### config.mk
export PLATFORM = sky130hd
export DESIGN_NAME = intersection_ctrl
export DESIGN_NICKNAME = d
export VERILOG_FILES = /design/src/rtl/intersection_pkg.sv /design/src/rtl/phase_timer.sv /design/src/rtl/intersection_ctrl.sv
export SDC_FILE = /design/constraint.sdc
export NUM_CORES = 1
export LEC_CHECK = 0
export BUFFER_PORTS_ARGS = -buffer_cell sky130_fd_sc_hd__buf_2
export CAP_MARGIN = 25
export CORE_AREA = 2 2 39 41
export DETAILED_ROUTE_END_ITERATION = 12
export DIE_AREA = 0 0 41 43
export PLACE_DENSITY = 0.74
export SETUP_SLACK_MARGIN = 0.15
export SLEW_MARGIN = 20
export SYNTH_ARGS = -nofsm -noshare
export SYNTH_HDL_FRONTEND = slang
export SYNTH_HIERARCHICAL = 1
export SYNTH_SLANG_ARGS = --single-unit
### constraint.sdc
create_clock -name clock -period 3.65 [get_ports clock]
set_input_delay 0.1825 -clock clock [delete_from_list [all_inputs] [get_ports clock]]
set_output_delay 0.1825 -clock clock [all_outputs]
set_load 0.005 [all_outputs]
### src/rtl/intersection_pkg.sv
// Shared state enumeration and lamp codes for the intersection controller.
// The WALK state only exists when PED_WALK_EN is defined.
package intersection_pkg;

   typedef enum logic [2:0] {
      NS_GREEN  = 3'd0,
      NS_YELLOW = 3'd1,
      ALLRED_1  = 3'd2,
      EW_GREEN  = 3'd3,
      EW_YELLOW = 3'd4,
      ALLRED_2  = 3'd5
`ifdef PED_WALK_EN
      , WALK    = 3'd6
`endif
   } state_t;

   localparam logic [1:0] GREEN  = 2'd0;
   localparam logic [1:0] YELLOW = 2'd1;
   localparam logic [1:0] RED    = 2'd2;

   function automatic logic [1:0] ns_lamp(input state_t s);
      case (s)
         NS_GREEN:  ns_lamp = GREEN;
         NS_YELLOW: ns_lamp = YELLOW;
         default:   ns_lamp = RED;
      endcase
   endfunction

   function automatic logic [1:0] ew_lamp(input state_t s);
      case (s)
         EW_GREEN:  ew_lamp = GREEN;
         EW_YELLOW: ew_lamp = YELLOW;
         default:   ew_lamp = RED;
      endcase
   endfunction

endpackage

### src/rtl/phase_timer.sv
// Per-phase countdown: loads a duration, steps down on tick, flags the final tick.
module phase_timer (
   input  logic       clock,
   input  logic       load,
   input  logic [3:0] load_value,
   input  logic       tick,
   output logic [3:0] count,
   output logic       last
);

   always_ff @(posedge clock) begin
      if (load) begin
         count <= load_value;
      end else if (tick && (count > 4'd1)) begin
         count <= count - 4'd1;
      end
   end

   // Count never shows 0: the phase ends on the tick seen at count 1.
   assign last = tick && (count == 4'd1);

endmodule

### src/rtl/intersection_ctrl.sv
// Two-way traffic light controller with optional pedestrian walk phase.
// Define PED_WALK_EN to build the WALK state, request latch and ped_ack.
module intersection_ctrl
   import intersection_pkg::*;
#(
   parameter int unsigned GREEN_T  = 15,
   parameter int unsigned YELLOW_T = 5,
   parameter int unsigned ALLRED_T = 2,
   parameter int unsigned WALK_T   = 10
) (
   input  logic       clock,
   input  logic       reset,
   input  logic       tick,
   input  logic       ped_req,
   output logic       ped_ack,
   output logic [1:0] ns_light,
   output logic [1:0] ew_light,
   output logic       walk,
   output logic [3:0] count,
   output logic [2:0] phase
);

   state_t     state;
   state_t     next_state;
   logic       last;
   logic       load;
   logic [3:0] load_value;

`ifdef PED_WALK_EN
   logic       pending;
   logic       enter_walk;
`endif

   function automatic logic [3:0] duration(input state_t s);
      case (s)
         NS_GREEN, EW_GREEN:   duration = 4'(GREEN_T);
         NS_YELLOW, EW_YELLOW: duration = 4'(YELLOW_T);
`ifdef PED_WALK_EN
         WALK:                 duration = 4'(WALK_T);
`endif
         default:              duration = 4'(ALLRED_T);
      endcase
   endfunction

   always_comb begin
      next_state = NS_GREEN;
      case (state)
         NS_GREEN:  next_state = NS_YELLOW;
         NS_YELLOW: next_state = ALLRED_1;
         ALLRED_1:  next_state = EW_GREEN;
         EW_GREEN:  next_state = EW_YELLOW;
         EW_YELLOW: next_state = ALLRED_2;
`ifdef PED_WALK_EN
         ALLRED_2:  next_state = pending ? WALK : NS_GREEN;
`endif
         default:   next_state = NS_GREEN;
      endcase
   end

   // The timer reloads on the same edge the state changes, so count shows D..1.
   assign load       = reset | last;
   assign load_value = reset ? 4'(GREEN_T) : duration(next_state);

   phase_timer u_timer (
      .clock      (clock),
      .load       (load),
      .load_value (load_value),
      .tick       (tick),
      .count      (count),
      .last       (last)
   );

`ifdef PED_WALK_EN
   assign enter_walk = last && (state == ALLRED_2) && pending;
`endif

   always_ff @(posedge clock) begin
      if (reset) begin
         state    <= NS_GREEN;
         ns_light <= GREEN;
         ew_light <= RED;
`ifdef PED_WALK_EN
         walk     <= 1'b0;
         pending  <= 1'b0;
         ped_ack  <= 1'b0;
`endif
      end else begin
         if (last) begin
            state    <= next_state;
            ns_light <= ns_lamp(next_state);
            ew_light <= ew_lamp(next_state);
`ifdef PED_WALK_EN
            walk     <= (next_state == WALK);
`endif
         end
`ifdef PED_WALK_EN
         // A request arriving as the walk starts is kept for the next cycle.
         if (enter_walk) begin
            pending <= ped_req;
            ped_ack <= ped_req;
         end else if (ped_req && !pending) begin
            pending <= 1'b1;
            ped_ack <= 1'b1;
         end else begin
            ped_ack <= 1'b0;
         end
`endif
      end
   end

`ifndef PED_WALK_EN
   logic [4:0] unused_bits;
   assign unused_bits = {ped_req, 4'(WALK_T)};
   assign walk        = 1'b0;
   assign ped_ack     = 1'b0;
`endif

   assign phase = state;

endmodule

==> results of run 1 <==
[state kept, by name (all words and copies together), names as in the netlist]
signal         count
ew_light           2
ns_light           2
u_timer/count      4
phase              3
[worst register-to-register path, stage by stage (launching register included)]
cell,delay (ns)
edfxtp_1,0.42
inv_1,0.11
ha_1,0.16
and3_1,0.41
or2_2,0.26
mux2_2,0.34
[final cells by class]
class	count	area, um2	share of cell area
sequential	11	260	0.369
clock buffer	4	26.3	0.0372
tap	16	20.0	0.0284
inverter	2	7.51	0.0106
multi-input combinational	51	327	0.463
timing repair buffer	13	65.1	0.0922
[power breakdown]
| part | internal [uW] | switching (uW) |
|---|---|---|
| Sequential | 138 | 8.49 |
| Combinational | 21.8 | 22.2 |
| Clock | 42.3 | 41.3 |
[per-layer routing]
| layer | GRT usage | vias up | share of wire |
|---|---|---|---|
| li1 | - | 254 | - |
| met1 | 0.156 | 220 | 0.49 |
| met2 | 0.191 | 10 | 0.46 |
| met3 | 0.0314 | 2 | 0.047 |
| met4 | 0.100 | 0 | 0.0057 |
| met5 | 0 | - | 0 |
[kinds of logic after synthesis]
logic type                 share of synthesized area
xor gates and xnor gates                      0.0273
muxes                                         0.0507
DFF                                            0.405
buffers and inverters                         0.0916
and+or+nand+nor                                0.248
other                                        0.00584
adders and majority gates                     0.0390
AOI/OAI and AO/OA                              0.133
[worst paths after layout]
path	endpoint
min	ew_light[0]
max	u_timer/count[0]
max reg2reg	u_timer/count[0]
min reg2reg	ns_light[1]
[cells in the mapped netlist (all sizes together)]
cell / n / area share
a21o: 1 / 0.012
ha: 2 / 0.039
o21bai: 1 / 0.012
dfxtp: 7 / 0.22
nor3: 3 / 0.039
a21oi: 5 / 0.045
conb: 1 / 0.0058
nand2b: 4 / 0.039
o22ai: 1 / 0.0098
mux2: 2 / 0.035
and3: 1 / 0.0098
xnor2: 1 / 0.014
edfxtp: 4 / 0.19
inv: 2 / 0.012
and2: 1 / 0.0098
nand3b: 2 / 0.023
o21ai: 7 / 0.055
nor2b: 2 / 0.031
nand3: 1 / 0.016
xor2: 1 / 0.014
mux2i: 1 / 0.016
nand2: 5 / 0.029
nor2: 7 / 0.041
buf: 7 / 0.080
or2: 1 / 0.0098
[metrics by stage]
stage / std cells / util
2_1_floorplan: 71 / -
3_3_place_gp: 93 / 0.491
3_5_place_dp: 93 / 0.491
4_1_cts: 97 / 0.510
5_1_grt: 97 / 0.510
6_report: 97 / 0.510
==> reports/results.ini, run 1 <==
[status]
status = finished clean

[setup_path]
path_buf_inv = 1
startpoint_type = flop
max_stage_delay_ns = 0.42
end_kind = flop
crit_path_start = u_timer/count[1]
r2r_setup_slack_ns = 1.72
r2r_cells = 5
cp_slowest_cell = edfxtp_1
cp.arrival_ns = 1.96
cp.required_ns = 3.67
crit_chain = inv_1, ha_1, and3_1, or2_2, mux2_2
crit_fanout = 12
worst-path-stages = 5
worstReg2RegStart = u_timer/count[1]
crit_family = simple AND/OR/NAND/NOR gates
path_class = flop to flop

[hold_path]
min_path_cells = 2
hold_class = primary input to flop
min-delay-start = reset

[yosys]
synth_seq_cells = 11
postSynthCellCount = 70
ys_seq_area_frac = 0.405
avgSynthCellArea_um2 = 9.17
yosysWarnings = 6
netlist_area_um2 = 642
yosysUniqueCellTypes = 30

[finish]
nets = 88
layout_commonest_cell = buf_2
drive_above_1_share = 0.296
final_cell_mix = buf_2, nor2_1, o21ai_0, dfxtp_1, nand2_1
diodes = 0
final_cell_area_um2 = 706
fill_cells = 138
area_delta_synth_final_pct = 9.94

[routing]
drt_pass1_iterations = 4
drtIter0Drc = 6
post-route-drc-count = 0
vias = 486
wirelength_um = 1060
ant_nets = 0
wl_per_cell_um = 10.9
vias_per_cell = 5.01

[grt]
grt_usage = 0.131
grt_first_pass_wirelength_um = 1530
antenna_found_initial = 0
grt_remaining_overflow = 0
grt_pass1_vias = 394
grt_start_max_net_pins = 13

[clock_tree]
cts_setup_buffers = 0
clk_pin_slew_ns = 0.07
cts_max_path_buffers = 2
root_buffer = clkbuf_4
cts_hold_buf = 0
cts_sinks = 11
cts_buffers = 3
cts_tree = yes
worstSkewPairLatency_ns = 0.27
htreeDepth = 1
cts_resized = 0

[die]
fp.dieH_um = 43
core_um2 = 1380
ios = 17
fp.dieW_um = 41
start_util = 0.464
rows = 14
die_area_um2 = 1760

[timing]
slew_violations = 0
setup_viol = 0
holdWs_ns = 0.204
period_share = 0.530
clock_skew_ns = 0.00134
setup_slack_ns = 1.72
hold_viol = 0
rsz0062_at_grt = no
max_freq_mhz = 517
tns_ns = 0
period_needed_ns = 1.93

[placed_design]
gp_congestion = 0.685
io_buffers = 13
placed_cell_area_um2 = 679
pre_cts_slack_ns = 1.72
dp_hpwl_um = 728

[power_and_ir_drop]
peakVddDrop_uv = 183
leakage_uw = 0.000286
p_per_area_nw_per_um2 = 389
power_uw = 274

[job]
drv_cap = 0

Note: power is estimated with default switching activity, not from simulation.
==> run 2: changes to the inputs <==
Settings changed: CORE_AREA 2 2 39 41 to not set, CORE_UTILIZATION set to 44, DIE_AREA 0 0 41 43 to not set, PLACE_DENSITY 0.74 to 0.71.
Clock period 3.65 ns to 1.6 ns, I/O delays scaled along.
==> run 2 against run 1 <==
  * Core utilization grew 7.8 points
  * Flip-flop and latch count unchanged
  * Hold slack lost 0.095 ns
  * Clock skew rose by 0.0021 ns
  * Final cell count up 6.2%
  * Largest cell class unchanged
  * Register-to-register slack lost 1.7 ns
  * Critical endpoint unchanged
  * Critical path type unchanged
  * Highest routed layer unchanged
  * Sequential power increased by 120%
  * Clock power rose by 120%
  * Total power rose by 140%
  * Final area is 11% higher
  * Via count grew 8.2%
  * Count of clock-buffer cells in the layout unchanged
==> reports/results.ini, run 2 (synthesis results as in run 1) <==
[clock_tree]
cts_sinks = 11  ; unchanged
cts_hold_buf = 0  ; unchanged
cts_max_path_buffers = 2  ; unchanged
root_buffer = clkbuf_4
clk_pin_slew_ns = 0.07  ; about the same
cts_tree = yes
worstSkewPairLatency_ns = 0.26  ; about the same
htreeDepth = 1  ; unchanged
cts_buffers = 3  ; unchanged

[timing]
slew_violations = 0  ; unchanged
max_freq_mhz = 646  ; +25%
period_needed_ns = 1.55  ; -0.386 ns
tns_ns = 0  ; unchanged
setup_slack_ns = 0.0523  ; -1.66 ns
hold_viol = 0  ; unchanged
setup_viol = 0  ; unchanged
holdWs_ns = 0.108  ; -0.0955 ns
rsz0062_at_grt = yes
clock_skew_ns = 0.00347  ; +0.00213 ns
period_share = 0.967  ; +0.437

[setup_path]
max_stage_delay_ns = 0.40  ; -0.02 ns
startpoint_type = flop
cp.required_ns = 1.61  ; -2.06 ns
path_class = flop to flop
crit_chain = ha_2, and3_4, or2_4, mux2_4
cp.arrival_ns = 1.56  ; -0.40 ns
crit_fanout = 5  ; -7
end_kind = flop
cp_slowest_cell = edfxtp_1

[power_and_ir_drop]
pwr-share-seq = 0.492  ; -0.043
power_frac_comb = 0.236  ; +0.076
peakVddDrop_uv = 420  ; +130%
pwr-share-clk = 0.272  ; -0.033
p_int_uw = 495  ; +140%
p_per_area_nw_per_um2 = 848  ; +120%
switchingPower_uw = 169  ; +140%
swShare = 0.255  ; -0.00765
leakage_uw = 0.000326  ; +14%

[routing]
drt_pass1_iterations = 3  ; -1
drtIter0Drc = 5  ; -1
vias_per_cell = 5.11  ; +1.9%
wirelength_um = 1240  ; +17%
ant_nets = 0  ; unchanged
post-route-drc-count = 0  ; unchanged
vias = 526  ; +8.2%
wl_per_cell_um = 12.0  ; +9.8%

[finish]
diodes = 0  ; unchanged
final_cell_mix = buf_2, o21ai_0, dfxtp_1, buf_4, nor2_1
drive_above_1_share = 0.409  ; +0.113
max_flop_register = u_timer/count
nets = 95  ; +8.0%
final_cell_area_um2 = 785  ; +11%
layout_commonest_cell = buf_2
largest_reg_flops = 4  ; unchanged
area_delta_synth_final_pct = 22.2

[status]
status = finished clean

[grt]
grt_first_pass_wirelength_um = 1930  ; +26%
antenna_found_initial = 0  ; unchanged
grt_pass1_vias = 470  ; +19%
grt_usage = 0.181  ; +0.0501
grt_start_max_net_pins = 12  ; -1
grt_remaining_overflow = 0  ; unchanged

[die]
fp.dieW_um = 40.2  ; -2.0%
start_util = 0.481  ; +0.0174
die_area_um2 = 1620  ; -8.4%
fp.dieH_um = 40.2  ; -6.5%
core_um2 = 1330  ; -3.6%
rows = 13  ; -1
ios = 17  ; unchanged

[placed_design]
placed_cell_area_um2 = 726  ; +6.8%
dp_hpwl_um = 872  ; +20%
pre_cts_slack_ns = 0.0582  ; -1.67 ns
io_buffers = 13  ; unchanged
gp_congestion = 0.738  ; +7.7%

[job]
drv_cap = 0  ; unchanged

[hold_path]
hold_class = primary input to flop

==> run 2: cell types whose count changed in the layout (fill, tap and decap cells not counted), sizes merged <==
cell	change
buf	+7
==> run 2: power groups by stage <==
| stage | combinational [uW] | clock [uW] | sequential (uW) |
|---|---|---|---|
| 4_1_cts | 144 | 188 | 327 |
| 3_5_place_dp | 136 | 0 | 332 |
| 6_report | 157 | 181 | 327 |
| 5_1_grt | 176 | 202 | 330 |
| 2_1_floorplan | 80.2 | 0 | 340 |
| 3_3_place_gp | 132 | 0 | 331 |
==> run 2: path summary, 6_finish.rpt <==
path	end	depth (start not counted)	slack (ns)	from
worst max-delay path	u_timer/count[0]	4	0.05	u_timer/count[0]
worst min-delay path	ew_light[0]	2	0.11	reset
worst max register to register	u_timer/count[0]	4	0.05	u_timer/count[0]
worst min register to register	ns_light[1]	2	0.47	ns_light[1]
==> run 2: worst max-delay path: cells and delay by family, from the launching register on <==
| kind | cells | cell delay, ns |
|---|---|---|
| adder cells (fa/ha/maj) | 1 | 0.20 |
| flip-flops | 1 | 0.40 |
| multiplexers | 1 | 0.30 |
| AND/OR/NAND/NOR | 2 | 0.41 |
==> run 2: routing by layer <==
metal  share of wire  GRT usage
met1            0.45      0.193
met4          0.0049      0.108
met5               0          0
met3           0.021     0.0222
met2            0.52      0.335
==> run 2: metrics by stage <==
stage | power (uW) | std cells | util
4_1_cts | 659 | 102 | 0.569
3_3_place_gp | 463 | 97 | 0.544
3_5_place_dp | 468 | 97 | 0.544
6_report | 665 | 103 | 0.588
5_1_grt | 708 | 103 | 0.588
2_1_floorplan | 421 | 71 | -
==> run 2: layout make-up <==
type | instances | area [um2]
clock buffer | 4 | 26.3
fill | 140 | 549
inverter | 2 | 7.51
multi-input combinational | 51 | 354
sequential | 11 | 260
tap | 15 | 18.8
timing repair buffer | 20 | 118
==> run 2: repair_timing <==
item / CTS / global route
buffers inserted: 1 / 1
pin swaps: 1 / 1
endpoints found under the setup margin: 6 / 8
resized for setup: 1 / 4
==> run 3: changes to the inputs <==
Settings changed: CORE_UTILIZATION 44 to 35, PLACE_DENSITY 0.71 to not set.
==> run 3 against run 2 <==
  * Wire length fell by 6.8%
  * Critical path type unchanged
  * Critical endpoint unchanged
  * Final cell count grew 9.7%
  * Total power up 0.15%
==> reports/results.ini, run 3 (synthesis results as in run 1) <==
[status]
status = finished clean

[timing]
max_freq_mhz = 645  ; -0.18%
clock_skew_ns = 0.00203  ; -0.00144 ns
setup_viol = 0  ; unchanged
hold_viol = 0  ; unchanged
period_needed_ns = 1.55  ; +0.00279 ns
holdWs_ns = 0.115  ; +0.00736 ns
slew_violations = 0  ; unchanged
period_share = 0.969  ; +0.00175
rsz0062_at_grt = yes
setup_slack_ns = 0.0495  ; -0.00279 ns

[setup_path]
worstReg2RegStart = u_timer/count[0]
path_class = flop to flop
worst_r2r_endpoint = u_timer/count[0]
crit_fanout = 6  ; +1
r2r_cells = 4  ; unchanged
r2r_setup_slack_ns = 0.05  ; about the same
end_kind = flop
startpoint_type = flop
cp.arrival_ns = 1.57  ; about the same
cp.required_ns = 1.62  ; about the same

[die]
core_um2 = 1730  ; +29%
die_area_um2 = 2010  ; +24%
start_util = 0.372  ; -0.109
rows = 15  ; +2
ios = 17  ; unchanged
fp.dieW_um = 44.8  ; +12%
fp.dieH_um = 44.8  ; +12%

[clock_tree]
cts_sinks = 11  ; unchanged
cts_buffers = 3  ; unchanged
root_buffer = clkbuf_4
htreeDepth = 1  ; unchanged
worstSkewPairLatency_ns = 0.26  ; about the same
cts_tree = yes
cts_max_path_buffers = 2  ; unchanged
clk_pin_slew_ns = 0.07  ; about the same
cts_hold_buf = 0  ; unchanged

[routing]
vias_per_cell = 4.50  ; -12%
drtIter0Drc = 5  ; unchanged
wirelength_um = 1150  ; -6.8%
post-route-drc-count = 0  ; unchanged
drt_pass1_iterations = 4  ; +1
wl_per_cell_um = 10.2  ; -15%
ant_nets = 0  ; unchanged
vias = 508  ; -3.4%

[hold_path]
min-delay-start = reset
hold_class = primary input to flop
min_path_cells = 2  ; unchanged
hold-path-endpoint = ew_light[0]

[finish]
layout_commonest_cell = buf_2
nets = 95  ; unchanged
stdcell_count = 113  ; +9.7%
max_flop_register = u_timer/count
multi_input_area_um2 = 340  ; -3.9%
diodes = 0  ; unchanged
regArea_um2 = 260  ; unchanged
fill_cells = 184  ; +31%
final_util = 0.454  ; -0.135
area_delta_synth_final_pct = 22.0
largest_reg_flops = 4  ; unchanged
drive_above_1_share = 0.386  ; -0.0227
final_cell_mix = buf_2, nor2_1, o21ai_0, dfxtp_1, buf_4

[power_and_ir_drop]
peakVddDrop_uv = 477  ; +13%
p_per_area_nw_per_um2 = 850  ; +0.31%
leakage_uw = 0.000321  ; -1.5%

[placed_design]
dp_hpwl_um = 840  ; -3.7%
gp_congestion = 0.684  ; -7.3%
io_buffers = 13  ; unchanged
dp_cells = 107  ; +10%
pre_cts_slack_ns = 0.0588  ; +0.000625 ns

[grt]
grt_remaining_overflow = 0  ; unchanged
grt_start_max_net_pins = 12  ; unchanged
grt_pass1_vias = 428  ; -8.9%
antenna_found_initial = 0  ; unchanged
grt_usage = 0.128  ; -0.0535
grt_first_pass_wirelength_um = 1810  ; -6.1%

[job]
drv_cap = 0  ; unchanged

-- run 3: cell types whose count changed in the layout (fill, tap and decap cells not counted) --
cell | before | now
a21o_1 | 0 | 1
a21o_4 | 1 | 0
mux2_2 | 0 | 1
mux2_4 | 2 | 1
nor2_1 | 6 | 7
nor2_2 | 1 | 0
-- run 3: how the worst max path moves through the flow --
| stage | from | to | cells past startpoint |
|---|---|---|---|
| global route | u_timer/count[1] | u_timer/count[3] | 5 |
| CTS | u_timer/count[1] | u_timer/count[0] | 5 |
| finish | u_timer/count[0] | u_timer/count[0] | 4 |
| floorplan | u_timer/count[1] | u_timer/count[0] | 6 |
| detailed placement | u_timer/count[1] | u_timer/count[0] | 5 |
| global placement | u_timer/count[1] | u_timer/count[0] | 5 |
-- run 3: repair_timing --
item	CTS	global route
pin swaps	1	1
resized for setup	1	1
endpoints found under the setup margin	6	8
setup buffers	1	1
-- run 3: layout make-up --
class | count | area share
Clock buffer | 4 | 0.0335
Timing Repair Buffer | 20 | 0.150
Sequential cell | 11 | 0.332
Tap cell | 25 | 0.0399
Multi-Input combinational cell | 51 | 0.435
Inverter | 2 | 0.00958
-- run 3: power breakdown --
group          switching, uW  internal [uW]
Clock                   96.5           96.2
Combinational           67.4           78.6
Sequential              12.4            315
Total                    176            490
-- run 3: metrics by stage --
step | total power [uW] | area (um2) | TNS, ns
6_report | 666 | 783 | 0
5_1_grt | 707 | 783 | 0
4_1_cts | 668 | 772 | 0
3_5_place_dp | 468 | 738 | 0
3_3_place_gp | 466 | 738 | 0
2_1_floorplan | 421 | 662 | -0.167
-- run 3: critical path, stage by stage, from the launching register on --
cell and delay, ns:
edfxtp_1 0.40, ha_2 0.19, and3_4 0.14, or2_4 0.26, mux2_4 0.31
-- run 3: metal layers --
metal	wire length, um	part of all wire	global-route usage	vias to the layer above
met2	481	0.42	0.179	13
met1	607	0.53	0.182	227
met3	43	0.037	0.0240	2
met4	21	0.018	0.0727	0
met5	0	0	0	-
li1	-	-	-	266
